==> src/rtl/cl_ctrl_pkg.sv <==
// cl_ctrl_pkg: shared state type and default sizes for the Camera Link CC trigger path
package cl_ctrl_pkg;
  localparam int CL_CNT_W  = 24;
  localparam int CL_NUM_CC = 4;
  localparam int CL_TCNT_W = 16;
  typedef enum logic [1:0] {IDLE, DELAY, ACTIVE, HOLDOFF} cc_state_e;
endpackage

==> src/rtl/cl_sync_edge.sv <==
// cl_sync_edge: two-flop synchronizer with a registered rising-edge pulse for async control inputs
module cl_sync_edge (
  input  logic clk,
  input  logic rst_n,
  input  logic i_async,
  output logic o_rise
);
  logic [1:0] r_sync;
  logic       r_prev;
  logic       r_rise;
  // synchronize, compare against the previous synchronized level, register the edge
  always_ff @(posedge clk or negedge rst_n) begin
    if (!rst_n) begin
      r_sync <= '0;
      r_prev <= 1'b0;
      r_rise <= 1'b0;
    end else begin
      r_sync <= {r_sync[0], i_async};
      r_prev <= r_sync[1];
      r_rise <= r_sync[1] & ~r_prev;
    end
  end
  assign o_rise = r_rise;
endmodule

==> src/rtl/cl_cc_trigger_ctrl.sv <==
// cl_cc_trigger_ctrl: arbitrates sw/ext triggers and sequences delay, CC pulse and hold-off
module cl_cc_trigger_ctrl
  import cl_ctrl_pkg::*;
#(
  parameter int CNT_W  = CL_CNT_W,
  parameter int NUM_CC = CL_NUM_CC,
  parameter int TCNT_W = CL_TCNT_W
) (
  input  logic              clk,
  input  logic              rst_n,
  input  logic              enable,
  input  logic              sw_trig,
  input  logic              ext_trig,
  input  logic [CNT_W-1:0]  delay_cyc,
  input  logic [CNT_W-1:0]  width_cyc,
  input  logic [CNT_W-1:0]  holdoff_cyc,
  input  logic [NUM_CC-1:0] cc_mask,
  input  logic [NUM_CC-1:0] cc_polarity,
  input  logic              overrun_clr,
  output logic [NUM_CC-1:0] cc_out,
  output logic              busy,
  output logic [TCNT_W-1:0] trig_count,
  output logic              overrun
);
  cc_state_e         r_state, w_state_n;
  logic [CNT_W-1:0]  r_cnt, w_cnt_n, r_width, r_holdoff, w_live_w1, w_lat_w1;
  logic [NUM_CC-1:0] r_mask, r_pol, r_cc, w_mask_n, w_pol_n;
  logic [TCNT_W-1:0] r_tcnt;
  logic              r_ovr, w_ext_req, w_req, w_accept;

  cl_sync_edge u_ext_sync (
    .clk     (clk),
    .rst_n   (rst_n),
    .i_async (ext_trig),
    .o_rise  (w_ext_req)
  );

  assign w_req     = sw_trig | w_ext_req;
  assign w_accept  = w_req & enable & (r_state == IDLE);
  assign w_live_w1 = (width_cyc == '0) ? '0 : width_cyc - 1'b1;
  assign w_lat_w1  = (r_width == '0) ? '0 : r_width - 1'b1;

  // next state and counter: each phase loads value-1 and counts down to zero
  always_comb begin
    w_state_n = r_state;
    w_cnt_n   = r_cnt;
    if (!enable) begin
      w_state_n = IDLE;
      w_cnt_n   = '0;
    end else begin
      unique case (r_state)
        IDLE: if (w_req) begin
          w_state_n = (delay_cyc != '0) ? DELAY : ACTIVE;
          w_cnt_n   = (delay_cyc != '0) ? delay_cyc - 1'b1 : w_live_w1;
        end
        DELAY: if (r_cnt == '0) begin
          w_state_n = ACTIVE;
          w_cnt_n   = w_lat_w1;
        end else w_cnt_n = r_cnt - 1'b1;
        ACTIVE: if (r_cnt == '0) begin
          w_state_n = (r_holdoff != '0) ? HOLDOFF : IDLE;
          w_cnt_n   = (r_holdoff != '0) ? r_holdoff - 1'b1 : '0;
        end else w_cnt_n = r_cnt - 1'b1;
        HOLDOFF: if (r_cnt == '0) w_state_n = IDLE;
          else w_cnt_n = r_cnt - 1'b1;
        default: w_state_n = IDLE;
      endcase
    end
  end

  // the registered line level follows the state being entered, so a zero delay pulses on the next cycle
  assign w_mask_n = w_accept ? cc_mask : r_mask;
  assign w_pol_n  = (w_accept || w_state_n == IDLE) ? cc_polarity : r_pol;

  // state register and phase counter
  always_ff @(posedge clk or negedge rst_n) begin
    if (!rst_n) begin
      r_state <= IDLE;
      r_cnt   <= '0;
    end else begin
      r_state <= w_state_n;
      r_cnt   <= w_cnt_n;
    end
  end

  // configuration latch, trigger count, sticky overrun and CC line register
  always_ff @(posedge clk or negedge rst_n) begin
    if (!rst_n) begin
      r_width   <= '0;
      r_holdoff <= '0;
      r_mask    <= '0;
      r_pol     <= '0;
      r_tcnt    <= '0;
      r_ovr     <= 1'b0;
      r_cc      <= '0;
    end else begin
      if (w_accept) begin
        r_width   <= width_cyc;
        r_holdoff <= holdoff_cyc;
        r_mask    <= cc_mask;
        r_pol     <= cc_polarity;
        r_tcnt    <= r_tcnt + 1'b1;
      end
      r_ovr <= (w_req & ~w_accept) | (r_ovr & ~overrun_clr);
      r_cc  <= ((w_state_n == ACTIVE) ? w_mask_n : '0) ^ w_pol_n;
    end
  end

  assign cc_out     = r_cc;
  assign busy       = (r_state != IDLE);
  assign trig_count = r_tcnt;
  assign overrun    = r_ovr;
endmodule

==> config.mk <==
export PLATFORM = sky130hd
export DESIGN_NAME = cl_cc_trigger_ctrl
export DESIGN_NICKNAME = d
export VERILOG_FILES = /design/src/rtl/cl_ctrl_pkg.sv /design/src/rtl/cl_sync_edge.sv /design/src/rtl/cl_cc_trigger_ctrl.sv
export SDC_FILE = /design/constraint.sdc
export NUM_CORES = 1
export LEC_CHECK = 0
export BUFFER_PORTS_ARGS = -buffer_cell sky130_fd_sc_hd__buf_4
export CORE_MARGIN = 2
export CORE_UTILIZATION = 43
export CTS_CLUSTER_DIAMETER = 100
export DETAILED_ROUTE_END_ITERATION = 12
export PLACE_DENSITY = 0.68
export SLEW_MARGIN = 15
export SYNTH_ARGS = -nofsm -noshare
export SYNTH_HDL_FRONTEND = slang
export SYNTH_SLANG_ARGS = --single-unit
==> constraint.sdc <==
create_clock -name clk -period 8.2 [get_ports clk]
set_input_delay 1.64 -clock clk [delete_from_list [all_inputs] [get_ports clk]]
set_output_delay 1.64 -clock clk [all_outputs]
set_load 0.01 [all_outputs]
-- After elaboration in Yosys (flattened, before gate mapping)
Index checks and enable logic that the tools add are counted.
- register bits: 107
- input bits: 86
- word-level logic and storage cells: 66
- $add $sub $neg: 6
- equal/unequal tests: 6
- muxes and demuxes: 21
- bitwise operators: 11
- reductions and logical operators: 10
- operators by type and width (operator ; number):
    $mux 24 ; 9
    $sub 24x1->24 const B ; 5
    $pmux 24 s4 ; 1
    $logic_not 24->1 ; 3
    $reduce_bool 24->1 ; 2
    $add 16x1->16 const B ; 1
    $mux 2 ; 7
    $mux 4 ; 3
    $pmux 2 s4 ; 1
    $eq 2x2->1 const B ; 3
    $ne 3x3->1 const B ; 2
    $and 1x1->1 ; 5
    $logic_not 2->1 ; 2
    $xor 4x4->4 ; 1
    $not 1->1 ; 3
    $eq 2x1->1 const B ; 1
    $or 1x1->1 ; 2
    $reduce_and 2->1 ; 1
    $reduce_bool 2->1 ; 1
    $logic_or 1x1->1 ; 1

-- Depth between registers and ports, before layout
Gate-level depths: netlist of the first run.
- depth in word-level cells: 9
- gate-level depth with buffers: 11
- gate-level depth less buffers: 9

-- Modules after synthesis
A second synthesis of the first run with hierarchy kept.
- cells, all modules: 802
- area, all modules: 7315.8 um^2
- by module, submodules not included (module ; times used ; cells each ; area an instance (um^2) ; seq. area each (um^2)):
    cl_cc_trigger_ctrl ; 1 ; 797 ; 7201.9 ; 2577.5
    cl_sync_edge ; 1 ; 5 ; 113.9 ; 100.1

-- Worst setup path before layout of the first run
Ideal clock, no wire load.
- kind: input to register
- from: input width_cyc[12]
- to: register r_cnt[3]
- library setup time: 0.122 ns
- data arrival time: 3.701 ns
- data required time: 8.078 ns
- slack: 4.378 ns
- stages on the path: 8
- path buffers: 2
- cell sequence: or4_1 or4_1 buf_2 nor4_4 nand2b_1 buf_4 o221ai_1 a32o_1
- word-level cells in the longest chain between the ends: 6
- RTL lines (item ; line ; RTL):
    start: declaration ; cl_cc_trigger_ctrl.sv:15 ; input logic [CNT_W-1:0] width_cyc,
    $logic_not 24->1 ; cl_cc_trigger_ctrl.sv:40 ; assign w_live_w1 = (width_cyc == '0) ? '0 : width_cyc - 1'b1;
    $mux 24 ; cl_cc_trigger_ctrl.sv:40 ;
    $mux 24 ; cl_cc_trigger_ctrl.sv:54 ; w_cnt_n = (delay_cyc != '0) ? delay_cyc - 1'b1 : w_live_w1;
    $mux 24 ; cl_cc_trigger_ctrl.sv:52 ; IDLE: if (w_req) begin
    $pmux 24 s4 ; cl_cc_trigger_ctrl.sv:51 ; unique case (r_state)
    $mux 24 ; cl_cc_trigger_ctrl.sv:47 ; if (!enable) begin
    end signal: assignment ; cl_cc_trigger_ctrl.sv:82 ; r_cnt <= w_cnt_n;
    end: declaration ; cl_cc_trigger_ctrl.sv:26 ; logic [CNT_W-1:0] r_cnt, w_cnt_n, r_width, r_holdoff, w_live_w1, w_lat_w1;
No other way between the ends. The select of a mux whose other input is x is not followed.
A chain may end at the register's enable or synchronous reset.

-- Worst setup path in the final report of the first run
- from: input width_cyc[12]
- to: register r_cnt[5]
Same word-level chain as after synthesis.

==> flow_metrics.py, run 1 <==
metrics = {
    "timing": {
        "worst_slew_pin_slew_ps": 1010,
        "setup_violations": 0,
        "rsz0062_at_grt": "false",
        "drv_slew": 0,
        "post-route-min-period_ps": 4300,
        "fin_crit_sh_pct": 52.4,
        "report.final.hold_viol_count": 0,
        "fmax_mhz": 233,
        "fin_skew_ps": 10.6,
        "layout_setup_ws_ps": 3900,
        "setup_tns_ps": 0,
        "slew_headroom_pct": 32.7,
    },
    "yosys": {
        "ys_warn_count": 0,
        "ys_seq_area_share_pct": 36.6,
        "ys_ff_latch": 107,
        "synthMostInstantiatedCell": "nand2_1",
        "synth_top_area_share_pct": 36.6,
        "syn-cell-area_sq_mm": 0.00732,
        "yosys-top-cells-count": "nand2_1, dfrtp_1, nor2_1, xnor2_1, xor2_1",
        "synthDistinctLibCells": 70,
        "ys.flop_type": "dfrtp_1",
        "synth.area.top_cells": "dfrtp_1, nand2_1, xnor2_1",
        "syn_area_per_cell_sq_um": 8.22,
        "synthesis.nets": 984,
        "synth-edff-count": 0,
        "synthArstFlopShare_pct": 100,
        "syn_inst": 890,
        "synth_top_area_cell": "dfrtp_1",
    },
    "cells_and_area": {
        "design_area_sq_mm": 0.00858,
        "syn_to_final_growth_pct": 17.2,
        "antennaDiodeCount": 0,
        "drive_gt1_share_pct": 15.6,
        "fin_cells": 1200,
        "final_net_count": 1069,
    },
    "power_and_ir_drop": {
        "netSwitchingFraction_pct": 35.0,
        "clkPwrFrac_pct": 28.8,
        "combPwrFrac_pct": 28.2,
        "switchingPower_uw": 586,
        "p_total_uw": 1680,
        "p_leak_uw": 0.00373,
        "peakVddDrop_mv": 0.113,
        "intPower_uw": 1090,
        "powerDensity_mw_per_mm2": 195,
        "p_seq_share_pct": 43.0,
    },
    "routing": {
        "drc_errors": 0,
        "ant_nets": 0,
        "firstDrtPassIters": 5,
        "vias_per_cell": 5.85,
        "drt-total-wl_um": 22500,
        "dr_total_vias": 7017,
        "drtIter0Drc": 664,
        "avgRoutedWirePerCell_um": 18.8,
    },
    "cts": {
        "cts_tree": "done",
        "htree_levels": 3,
        "numCtsBuffers": 9,
        "cts.sinks": 107,
        "cts_setup_buffers": 0,
        "clk_path_buf_depth": 2,
        "clk_latency_ps": 360,
        "ctsResizeCount": 0,
        "cts_root_buf": "clkbuf_16",
        "clk_pin_slew_ps": 70,
        "cts_hold_buf": 0,
    },
    "global_routing": {
        "grt_first_pass_wirelength_um": 36400,
        "top_usage_layer": "met2",
        "overflow": 0,
        "grt_pass1_vias": 6737,
        "grt_max_degree": 79,
        "antenna_found_initial": 0,
        "grt_use_met3_pct": 5.67,
        "grt_usage_pct": 25.7,
        "grt_use_met1_pct": 35.3,
        "met2_usage_pct": 40.2,
    },
    "min_path": {
        "min_from": "u_ext_sync.r_sync[0]$_DFF_PN0_",
        "whs_path_depth": 0,
        "hold_end": "u_ext_sync.r_sync[1]$_DFF_PN0_",
        "hold_class": "reg -> reg",
    },
    "worst_setup_path": {
        "r2r_end": "r_cnt[6]$_DFFE_PN0P_",
        "r2r_slack_ps": 4550,
        "cp.arrival_ps": 4540,
        "r2r_cells": 6,
        "path_max_fanout": 20,
        "worstPathRequired_ps": 8450,
        "reg2reg_from": "r_cnt[2]$_DFFE_PN0P_",
        "crit_type": "in -> reg",
        "cp-end-kind": "flip-flop",
        "start_kind": "primary input",
    },
    "job": {
        "cap_violations": 0,
    },
    "floorplan": {
        "die_y_um": 134,
        "die_area_sq_mm": 0.0181,
        "core-area_sq_mm": 0.0166,
        "rows": 47,
        "ioPinCount": 108,
        "die_w_um": 134,
        "initial_core_util_pct": 44.1,
    },
    "placement": {
        "place_ws_ps": 3580,
        "port_buffers": 107,
        "place_inst": 1184,
        "finalWeightedCongestion": 0.920,
        "dpl_cell_area_sq_mm": 0.00826,
        "dp_hpwl_um": 16800,
    },
    "status": {
        "status": "completed",
    },
}
[flip-flops by register name, summed over array words and instances (netlist names), 4 cells and up]
register / count
r_cnt: 24
r_holdoff: 24
r_width: 24
trig_count: 16
cc_out: 4
r_mask: 4
r_pol: 4
[layer usage]
layer | routed length (um) | part of all wire, % | up-vias
li1 | - | - | 3357
met1 | 9820 | 44 | 3374
met2 | 10300 | 46 | 244
met3 | 1630 | 7.2 | 42
met4 | 729 | 3.2 | 0
met5 | 0 | 0 | -
[final cells by class]
type | count | area (sq um)
timing repair buffer | 113 | 848
tap | 220 | 275
multi-input combinational | 724 | 4380
clock inverter | 6 | 95.1
clock buffer | 10 | 229
sequential | 107 | 2680
fill | 1634 | 8000
inverter | 20 | 75.1
[how the worst max path moves through the flow]
stage	end	start	cells past startpoint
4_1_cts	r_cnt[3]$_DFFE_PN0P_	width_cyc[12]	7
3_3_place_gp	r_cnt[5]$_DFFE_PN0P_	width_cyc[12]	7
5_1_grt	r_cnt[6]$_DFFE_PN0P_	width_cyc[12]	7
2_1_floorplan	r_cnt[3]$_DFFE_PN0P_	width_cyc[12]	8
3_5_place_dp	r_cnt[5]$_DFFE_PN0P_	width_cyc[12]	7
6_report	r_cnt[5]$_DFFE_PN0P_	width_cyc[12]	7
[cell families (layout without fill, tap and decap cells)]
group	Yosys count	in the layout	share of synthesized area (%)
compound gates	167	167	15.8
xor+xnor	103	103	12.4
fa+ha+maj	9	9	1.52
buf+inv	59	149	3.73
flops	107	107	36.6
mux	7	7	0.974
simple gates	438	438	29.0
[critical path, stage by stage]
cell      delay, ps
buf_4           120
or4_1           580
or4_1           630
nor4_4          380
nand2b_1        680
o21ai_0         230
a32o_1          300
[placed cells by master, fill, tap and decap left out, types with 4 or more instances in the layout]
cell / Yosys / final
a211oi_1: 4 / 4
a21oi_1: 16 / 16
a221o_1: 5 / 5
a221oi_1: 8 / 8
a22oi_1: 5 / 5
a31oi_1: 6 / 6
a32o_1: 7 / 7
and2_1: 4 / 4
and3_1: 10 / 10
buf_4: 5 / 113
clkbuf_16: 0 / 9
dfrtp_1: 107 / 107
ha_1: 8 / 8
inv_1: 20 / 20
inv_6: 0 / 4
mux2i_1: 6 / 6
nand2_1: 209 / 209
nand2b_1: 5 / 5
nand3_1: 18 / 18
nand4_1: 9 / 9
nand4b_1: 4 / 4
nor2_1: 56 / 54
nor2b_1: 5 / 5
nor3_1: 34 / 34
nor4_1: 27 / 27
o211ai_1: 9 / 9
o21ai_0: 40 / 40
o21ai_1: 7 / 7
o221ai_1: 8 / 8
o22ai_1: 20 / 20
o31ai_1: 6 / 6
o41ai_1: 4 / 4
or3_1: 18 / 18
or4_1: 11 / 11
or4_4: 5 / 5
xnor2_1: 56 / 56
xor2_1: 46 / 46
[through the flow]
stage	utilization, %	hold WS (ps)
after floorplan	-	331
after global placement	49.8	340
after detailed placement	49.8	335
after CTS	51.7	354
after global routing	51.8	366
final	51.8	353
[power by group through the flow]
| stage | clock (uW) | combinational [uW] | sequential (uW) |
|---|---|---|---|
| after floorplan | 0 | 301 | 706 |
| after global placement | 0 | 462 | 726 |
| after detailed placement | 0 | 468 | 728 |
| after CTS | 493 | 470 | 719 |
| after global routing | 512 | 526 | 735 |
| final | 483 | 473 | 720 |
Note: power is estimated with default switching activity, not from simulation.
==> run 2, diff against run 1 <==
--- a/config.mk
+++ b/config.mk
@@ -10,7 +10,7 @@
 export CORE_UTILIZATION = 43
 export CTS_CLUSTER_DIAMETER = 100
 export DETAILED_ROUTE_END_ITERATION = 12
-export PLACE_DENSITY = 0.68
+export PLACE_DENSITY = 0.7
 export SLEW_MARGIN = 15
 export SYNTH_ARGS = -nofsm -noshare
 export SYNTH_HDL_FRONTEND = slang
==> constraint.sdc (replaced) <==
create_clock -name clk -period 3.92 [get_ports clk]
set_input_delay 0.784 -clock clk [delete_from_list [all_inputs] [get_ports clk]]
set_output_delay 0.784 -clock clk [all_outputs]
set_load 0.01 [all_outputs]
==> run 2 against run 1 <==
Clock skew decreased by 1.6 ps. Wire length decreased by 3.2%. Design area increased by 0.64%. Via count increased by 1.1%. Hold slack improved by 1.0 ps. Highest routed layer unchanged. Critical endpoint is now r_cnt[15]$_DFFE_PN0P_.
==> flow_metrics.py, run 2 (same netlist as run 1, synthesis figures left out) <==
metrics = {
    "status": {
        "status": "completed",
    },
    "global_routing": {
        "grt_max_degree": 108,
        "grt_usage_pct": 24.5,
        "antenna_found_initial": 1,
        "grt_first_pass_wirelength_um": 34800,
        "overflow": 0,
        "grt_pass1_vias": 6504,
    },
    "timing": {
        "fin_crit_sh_pct": 80.4,
        "report.final.hold_viol_count": 0,
        "setup_tns_ps": 0,
        "worst_slew_pin_slew_ps": 696,
        "layout_setup_ws_ps": 767,
        "rsz0062_at_grt": "false",
        "holdWs_ps": 354,
        "post-route-min-period_ps": 3150,
        "fmax_mhz": 317,
        "drv_slew": 0,
        "slew_headroom_pct": 53.2,
        "setup_violations": 0,
        "fin_skew_ps": 8.95,
    },
    "routing": {
        "ant_nets": 0,
        "drc_errors": 0,
        "avgRoutedWirePerCell_um": 18.0,
        "drt-total-wl_um": 21800,
        "dr_total_vias": 7094,
        "drtIter0Drc": 634,
        "firstDrtPassIters": 5,
        "vias_per_cell": 5.85,
    },
    "cells_and_area": {
        "multi_input_area_sq_mm": 0.00438,
        "final_cell_mix": "nand2_1, buf_4, dfrtp_1, xnor2_1, nor2_1",
        "design_area_sq_mm": 0.00864,
        "fin_cells": 1213,
        "top_regs": "r_cnt x24, r_holdoff x24, r_width x24",
        "drive_gt1_share_pct": 16.6,
        "syn_to_final_growth_pct": 18.0,
        "final_common_cell": "nand2_1",
        "nFillCells": 1649,
        "regArea_sq_mm": 0.00268,
        "final_net_count": 1081,
    },
    "worst_setup_path": {
        "cp-end-kind": "flip-flop",
        "start_kind": "flip-flop",
        "worstPathRequired_ps": 4150,
        "path_max_fanout": 8,
        "cp.arrival_ps": 3380,
        "crit_type": "reg -> reg",
    },
    "job": {
        "cap_violations": 0,
    },
    "floorplan": {
        "die_w_um": 134,
        "die_area_sq_mm": 0.0181,
        "core-area_sq_mm": 0.0166,
        "rows": 47,
        "initial_core_util_pct": 44.1,
        "die_y_um": 134,
        "ioPinCount": 108,
    },
    "cts": {
        "cts_setup_buffers": 0,
        "cts_tree": "done",
        "htree_levels": 3,
        "ctsResizeCount": 0,
        "clk_pin_slew_ps": 80,
        "clk_latency_ps": 360,
        "cts_hold_buf": 0,
        "numCtsBuffers": 9,
        "cts_root_buf": "clkbuf_16",
        "cts.sinks": 107,
        "clk_path_buf_depth": 2,
    },
    "power_and_ir_drop": {
        "powerDensity_mw_per_mm2": 393,
        "p_leak_uw": 0.00377,
        "peakVddDrop_mv": 0.286,
    },
    "placement": {
        "port_buffers": 107,
        "finalWeightedCongestion": 0.968,
        "dpl_cell_area_sq_mm": 0.00836,
        "dp_hpwl_um": 16500,
        "place_inst": 1196,
        "place_ws_ps": 553,
    },
    "min_path": {
        "hold_class": "reg -> reg",
    },
}
-- run 2: changes by cell type in the layout (fill, tap and decap cells not counted), sizes merged --
cell,delta
buf,+12
clkinv,+3
bufinv,-2
inv,-2
clkinvlp,+1
diode,+1
-- run 2: layer usage --
metal	up-vias	track usage [%]	wire length, um	part of all wire [%]
met1	3390	33.2	9360	43
li1	3384	-	-	-
met3	58	6.94	1710	7.8
met5	-	0	0	0
met2	262	37.8	10100	46
met4	0	8.30	672	3.1
-- run 2: power breakdown --
part | switching [uW] | internal [uW] | total [uW] | leakage [uW]
Clock | 434 | 437 | 872 | 0.000133
Sequential | 235 | 1280 | 1520 | 0.00135
Combinational | 561 | 442 | 1000 | 0.00228
-- run 2: final timing paths --
| check | from | end | slack, ps | cells past startpoint |
|---|---|---|---|---|
| max | r_cnt[9]$_DFFE_PN0P_ | r_cnt[15]$_DFFE_PN0P_ | 770 | 7 |
| min reg2reg | u_ext_sync.r_sync[0]$_DFF_PN0_ | u_ext_sync.r_sync[1]$_DFF_PN0_ | 350 | 0 |
| min | u_ext_sync.r_sync[0]$_DFF_PN0_ | u_ext_sync.r_sync[1]$_DFF_PN0_ | 350 | 0 |
| max in group asynchronous | rst_n | r_pol[0]$_DFFE_PN0P_ | 2960 | 2 |
| max reg2reg | r_cnt[9]$_DFFE_PN0P_ | r_cnt[15]$_DFFE_PN0P_ | 770 | 7 |
| min in group asynchronous | rst_n | r_width[10]$_DFFE_PN0P_ | 470 | 2 |
-- run 2: area by class of cell --
| cell class | count | area share (%) |
|---|---|---|
| flip-flops and latches | 107 | 31.0 |
| well taps | 220 | 3.19 |
| repair buffers | 125 | 11.0 |
| clock buffers | 10 | 2.65 |
| multi-input cells | 724 | 50.7 |
| diodes | 1 | 0.0290 |
| clock inverters | 6 | 0.550 |
| inverters | 20 | 0.869 |
-- run 2: per-stage QoR --
stage,util [%],total power [uW]
6_report,52.1,3390
5_1_grt,52.1,3580
4_1_cts,52.1,3390
3_5_place_dp,50.4,2520
3_3_place_gp,50.4,2500
2_1_floorplan,-,2110
-- run 2: critical path, stage by stage (launching register included) --
cell,delay (ps)
dfrtp_1,450
or4_4,600
nor4_1,420
nand3_1,200
maj3_2,430
a21boi_0,190
a2111oi_0,630
o21ai_1,110
